[config.mk]
export PLATFORM = sky130hd
export DESIGN_NAME = imem_loader
export DESIGN_NICKNAME = d
export VERILOG_FILES = /design/src/rtl/imem_loader.sv
export SDC_FILE = /design/constraint.sdc
export NUM_CORES = 1
export LEC_CHECK = 0
export CORE_AREA = 2 2 135 137
export DETAILED_ROUTE_END_ITERATION = 8
export DIE_AREA = 0 0 137 139
export GPL_TIMING_DRIVEN = 0
export SLEW_MARGIN = 20
export SYNTH_ARGS = -nofsm -noshare
export SYNTH_HDL_FRONTEND = slang
export SYNTH_SLANG_ARGS = --single-unit
[constraint.sdc]
create_clock -name clk -period 13.44 [get_ports clk]
set_input_delay 2.688 -clock clk [delete_from_list [all_inputs] [get_ports clk]]
set_output_delay 2.688 -clock clk [all_outputs]
set_load 0.005 [all_outputs]
[src/rtl/imem_loader.sv]
// Host-to-instruction-memory loader: framed stream (start, count, payload[, checksum]) to external writes.
// Optional readback verification is compiled in with IMEM_LOADER_VERIFY_EN.
`ifndef INSTA_W
`define INSTA_W 8
`endif
`ifndef CPU_W
`define CPU_W 32
`endif
`ifndef DEPTH
`define DEPTH 256
`endif

module imem_loader #(
  parameter int ADDR_W = `INSTA_W,
  parameter int DATA_W = `CPU_W,
  parameter int DEPTH  = `DEPTH
) (
  input  logic              clk,
  input  logic              rst,
  input  logic [DATA_W-1:0] i_hdata,
  input  logic              i_hvalid,
  output logic              o_hready,
  input  logic              i_abort,
  output logic [ADDR_W-1:0] o_exa,
  output logic [DATA_W-1:0] o_exwd,
  output logic              o_exwe,
  output logic              o_exre,
  input  logic [DATA_W-1:0] i_rd,
  output logic              o_hold,
  output logic              o_done,
  output logic              o_err
);

  typedef enum logic [2:0] {
    S_IDLE, S_CNT, S_DATA, S_CHK, S_VRFY, S_DONE, S_ERR
  } state_e;

  // Widened by one bit so a DEPTH equal to 2^DATA_W still compares correctly.
  localparam logic [DATA_W:0] DEPTH_X = (DATA_W+1)'(DEPTH);

  state_e            state_q;
  logic [ADDR_W-1:0] start_q, addr_q, exa_q;
  logic [DATA_W-1:0] cnt_q, k_q, exwd_q;
  logic              exwe_q, done_q, err_q, hold_q, hready_q;
  logic              accept;
  logic              last_k;

  assign accept = i_hvalid && hready_q;
  assign last_k = (k_q + 1'b1) == cnt_q;

`ifdef IMEM_LOADER_VERIFY_EN
  logic [DATA_W-1:0] sum_q, exp_q, rsum_q, rsum_nx;
  logic              exre_q;
  assign rsum_nx = rsum_q + i_rd;
  assign o_exre  = exre_q;
`else
  logic unused_rd;
  assign unused_rd = ^i_rd;
  assign o_exre    = 1'b0;
`endif

  // NOTE: state and outputs are flops, so every update below is non-blocking;
  // blocking assignments here would let later branches see half-updated state.
  always_ff @(posedge clk or posedge rst) begin
    if (rst) begin
      state_q  <= S_IDLE;
      start_q  <= '0;
      addr_q   <= '0;
      exa_q    <= '0;
      cnt_q    <= '0;
      k_q      <= '0;
      exwd_q   <= '0;
      exwe_q   <= 1'b0;
      done_q   <= 1'b0;
      err_q    <= 1'b0;
      hold_q   <= 1'b0;
      hready_q <= 1'b1;
`ifdef IMEM_LOADER_VERIFY_EN
      sum_q    <= '0;
      exp_q    <= '0;
      rsum_q   <= '0;
      exre_q   <= 1'b0;
`endif
    end else if (i_abort) begin
      state_q  <= S_IDLE;
      exwe_q   <= 1'b0;
      done_q   <= 1'b0;
      err_q    <= 1'b0;
      hold_q   <= 1'b0;
      hready_q <= 1'b1;
`ifdef IMEM_LOADER_VERIFY_EN
      exre_q   <= 1'b0;
`endif
    end else begin
      exwe_q <= 1'b0;
      done_q <= 1'b0;
      case (state_q)
        S_IDLE: begin
          if (accept) begin
            start_q <= i_hdata[ADDR_W-1:0];
            err_q   <= 1'b0;
            hold_q  <= 1'b1;
            state_q <= S_CNT;
          end
        end
        S_CNT: begin
          if (accept) begin
            cnt_q <= i_hdata;
            if ({1'b0, i_hdata} > DEPTH_X) begin
              err_q    <= 1'b1;
              hready_q <= 1'b0;
              state_q  <= S_ERR;
            end else if (i_hdata == '0) begin
`ifdef IMEM_LOADER_VERIFY_EN
              state_q  <= S_CHK;
`else
              done_q   <= 1'b1;
              hready_q <= 1'b0;
              state_q  <= S_DONE;
`endif
            end else begin
              addr_q  <= start_q;
              k_q     <= '0;
`ifdef IMEM_LOADER_VERIFY_EN
              sum_q   <= '0;
`endif
              state_q <= S_DATA;
            end
          end
        end
        S_DATA: begin
          if (accept) begin
            exwe_q <= 1'b1;
            exa_q  <= addr_q;
            exwd_q <= i_hdata;
            addr_q <= addr_q + 1'b1;
            k_q    <= k_q + 1'b1;
`ifdef IMEM_LOADER_VERIFY_EN
            sum_q  <= sum_q + i_hdata;
            if (last_k) state_q <= S_CHK;
`else
            if (last_k) begin
              done_q   <= 1'b1;
              hready_q <= 1'b0;
              state_q  <= S_DONE;
            end
`endif
          end
        end
`ifdef IMEM_LOADER_VERIFY_EN
        S_CHK: begin
          if (accept) begin
            exp_q    <= i_hdata;
            rsum_q   <= '0;
            k_q      <= '0;
            hready_q <= 1'b0;
            if (cnt_q == '0) begin
              done_q  <= 1'b1;
              state_q <= S_DONE;
            end else begin
              exa_q   <= start_q;
              exre_q  <= 1'b1;
              state_q <= S_VRFY;
            end
          end
        end
        S_VRFY: begin
          // i_rd is combinational from o_exa, so it belongs to this cycle's address.
          rsum_q <= rsum_nx;
          exa_q  <= exa_q + 1'b1;
          k_q    <= k_q + 1'b1;
          if (last_k) begin
            exre_q  <= 1'b0;
            done_q  <= 1'b1;
            state_q <= S_DONE;
            if (rsum_nx != sum_q || sum_q != exp_q) err_q <= 1'b1;
          end
        end
`endif
        S_DONE: begin
          hold_q   <= 1'b0;
          hready_q <= 1'b1;
          state_q  <= S_IDLE;
        end
        S_ERR: begin
          hready_q <= 1'b0;
        end
        default: begin
          hold_q   <= 1'b0;
          hready_q <= 1'b1;
          state_q  <= S_IDLE;
        end
      endcase
    end
  end

  assign o_hready = hready_q;
  assign o_exa    = exa_q;
  assign o_exwd   = exwd_q;
  assign o_exwe   = exwe_q;
  assign o_hold   = hold_q;
  assign o_done   = done_q;
  assign o_err    = err_q;

endmodule

==> results.txt <==
----------------------------------------------------
[Synth]
  Proportion of synthesized flip-flops having asynchronous set or reset ... 100%
  Xor/xnor share of the synthesized area ... 5.21%
  Ranking of synthesized cells by area ... dfrtp_1, nand2_1, mux2_2
  Mapped Area ... 6890 um^2
  Mean instance size in the synthesized netlist ... 8.99 um^2
  Share of Yosys cell area claimed by the top area cell type ... 46.1%
  Number of synthesized register bits ... 128
  Number of synthesized flops with an enable pin ... 0
  Portion of the post-synthesis area used by sequential elements ... 46.5%
  Primary flip-flop cell chosen by synthesis mapping ... dfrtp_1
  Simple-gate share of the synthesized area ... 24.9%
  Compound-Gate Fraction of Synth Area ... roughly an eighth
  Netlist cell types ... 64
  Cell type with the highest aggregate area in the netlist ... dfrtp_1
  Area share of fa/ha/maj cells after synthesis ... less than 1%
  Number of instances in the synthesized netlist ... 767
  Combinational family with the most area after synthesis ... simple AND/OR/NAND/NOR gates
  Mapped Nets ... 837
  Synthesis warning total ... 0
  Share of synthesized area spent on multiplexers ... around 7.3%

[Timing]
  Hold Slack ... 0.472 ns
  Worst slew margin relative to its limit ... 26.0%
  Setup TNS ... 0 ns
  Shortest period the worst path allows ... 5.30 ns
  Clock Skew ... roughly 0.0083 ns
  Slew Viols, Final ... 0
  Final period util ... 39.5%
  Unrepaired setup endpoints after global routing ... false
  Number of setup violations in the final report ... 0
  Achievable clock frequency ... between 150 and 200 MHz
  Final critical-path setup slack ... a little over 8 ns
  Least-Margin Pin Slew ... 1.10 ns
  Final Hold Vio Count ... 0

[Finish]
  Number of standard cells in the layout, taps in and fillers out ... approximately 1100
  Post-layout util ... 48.7%
  Number of fill cells in the layout ... 1679
  Area taken by multi-input logic gates ... 3420 um^2
  Synth-to-Final Area Change ... 24.7%
  Share of final-layout standard cells stronger than drive strength 1 ... 10.5%
  Nets ... 936
  Flip-flop and latch area ... 3200 um^2
  Final antenna diode count ... 0

[GRT]
  Initial antenna violation count ... 0
  Largest net degree at the start of global routing ... 89
  Overall overflow remaining after global route ... 0
  Aggregate global-route resource usage ... 22.1%
  Number of global-route vias before repair ... 5740
  Wire length of the first global-routing pass ... between 30000 and 40000 um

[Pwr]
  Worst IR drop on VDD ... 0.106 mV
  Leak pwr ... 3.68 nW
  Power Density ... about 180 nW/um^2

[Placement]
  DP Cell Count ... around 1100
  Final Wtd Congestion ... 0.938
  Worst slack at placement ... 7.77 ns
  Post-detailed-placement half-perimeter wirelength ... 14200 um
  Port bufs ... 79

[Setup path]
  Critical path startpoint ... i_hdata[4]
  Worst reg2reg endpoint ... o_hready
  Required time worst endpoint ... about 14 ns
  Critical path peak fanout ... 10
  Startpoint of the worst-slack reg-to-reg timing path ... k_q[1]
  Flop-to-flop setup slack ... 9.56 ns
  Depth of the worst register-to-register path ... 12
  Arr. time, crit path ... 5.59 ns
  Worst Setup Path Type ... input pin to register
  Worst Setup Start Kind ... input pin
  Sort of element at the end of the critical path ... register

[Floorplan]
  Horizontal die dimension ... 137 um
  Area of the core ... 17700 um^2
  Chip height ... 139 um
  Io pins ... 114
  Die Outline Area ... around 19000 um^2
  Cell Rows ... 49
  Starting density of the core ... 39.0%

[Detailed routing]
  Initial DRC Count ... 522
  Detailed-route wire length per cell ... 18.0 um
  Detail-routed via count per cell ... 5.49
  Via Count ... approximately 6100
  Number of remaining DRC errors ... 0
  Routed wire length ... about 20000 um
  Remaining number of nets flagged by the antenna check after routing ... 0
  TritonRoute pass-1 iters ... 9

[CTS]
  Root Driver ... clkbuf_16
  Worst-case clock buffer depth ... 2
  Clock tree sinks ... 128
  Clock Latency Late Sink ... 0.43 ns
  Number of hold buffers added after CTS ... 0
  CTS tree ... built
  Number of gates resized after cts ... 0
  Post-CTS Setup Bufs ... 0
  H-tree depth ... 4
  TritonCTS buffer count ... 17
  Register clock-pin slew on the reported worst setup and hold paths ... approximately 0.060 ns

[Min path]
  Hold depth ... 2
  Capture endpoint of the worst hold path ... o_exwd[17]
  Worst min-delay path startpoint ... o_exwd[17]
  Worst Hold Class ... register to register

[Outcome]
  Run status ... completed

[Flow run]
  Max-capacitance violation count ... 0

----------------------------------------------------
## state kept, by name, indices dropped and copies added (netlist names), 3 cells and up
register	flops
state_q	3
k_q	32
cnt_q	32
o_exa	8
start_q	8
o_exwd	32
addr_q	8
## power breakdown
group | total [mW] | internal, mW | switching, mW
clock network | 0.464 | 0.284 | 0.180
logic | 0.456 | 0.247 | 0.209
registers | 0.596 | 0.506 | 0.0903
## synthesized netlist by cell type (16+ instances only)
cell	count
nor2_1	48
nor4_1	24
nor3_1	16
mux2_2	40
dfrtp_1	127
xnor2_1	26
nand2_1	167
a21oi_1	24
clkbuf_1	38
nand4_1	20
o21ai_0	58
## critical path, cell delays in order
cell and delay, ns:
clkdlybuf4s50_1 0.55, nor4_1 0.34, nand2_1 0.13, nor2_1 0.10, and4b_1 0.22, o21ai_0 0.30, clkbuf_1 0.52, clkbuf_1 0.56
o21ai_0 0.18
## per-layer routing
layer	GRT usage (%)	share of wire [%]	wire (um)
met1	33.3	48	9560
met2	31.6	44	8870
met3	3.87	5.0	996
met4	7.98	2.6	518
met5	0	0	0
## cell usage in the layout, fill, tap and decap left out, types with 4 or more instances in the layout
cell type	instances
a21oi_1	24
a31oi_1	9
and2_1	5
and3_1	12
and4_1	9
buf_2	7
buf_4	5
clkbuf_1	40
clkbuf_16	17
clkdlybuf4s50_1	79
clkinv_4	4
dfrtp_1	127
inv_1	7
mux2_2	40
mux2i_1	4
nand2_1	167
nand3_1	15
nand4_1	20
nor2_1	48
nor3_1	16
nor4_1	24
o21ai_0	58
o22ai_1	4
o31ai_1	10
o41ai_1	5
or2_2	4
or3_1	5
or4_1	4
xnor2_1	26
xor2_1	15
## how the worst max path moves through the flow
stage                      end  slack (ns)  depth (start not counted)
floorplan            addr_q[0]        7.34                          1
detailed placement   addr_q[1]        7.77                          9
global route         addr_q[1]        7.92                          9
global placement    state_q[0]        5.32                          2
CTS                  addr_q[1]        8.21                          9
finish               addr_q[1]        8.14                          9
## layout make-up
cell class	instances	share of cell area [%]
plain buffers	53	2.63
clock inverters	11	1.53
clock buffers	21	5.36
repair buffers	80	9.52
flip-flops and latches	128	37.3
multi-input cells	576	39.8
well taps	229	3.33
inverters	10	0.524
## metrics by stage
step | instance area [um^2] | power [mW]
finish | 8600 | 1.52
global route | 8600 | 1.61
CTS | 8600 | 1.52
detailed placement | 8010 | 1.06
global placement | 7970 | 1.05
floorplan | 6890 | 0.861
## cell families (layout without fill, tap and decap cells)
group | count (synthesis) | after routing
simple gates | 352 | 352
xor+xnor | 41 | 41
compound gates | 134 | 134
mux | 45 | 45
flops | 128 | 128
buf+inv | 63 | 175
other cells | 1 | 1
fa+ha+maj | 3 | 3
Note: power is estimated with default switching activity, not from simulation.
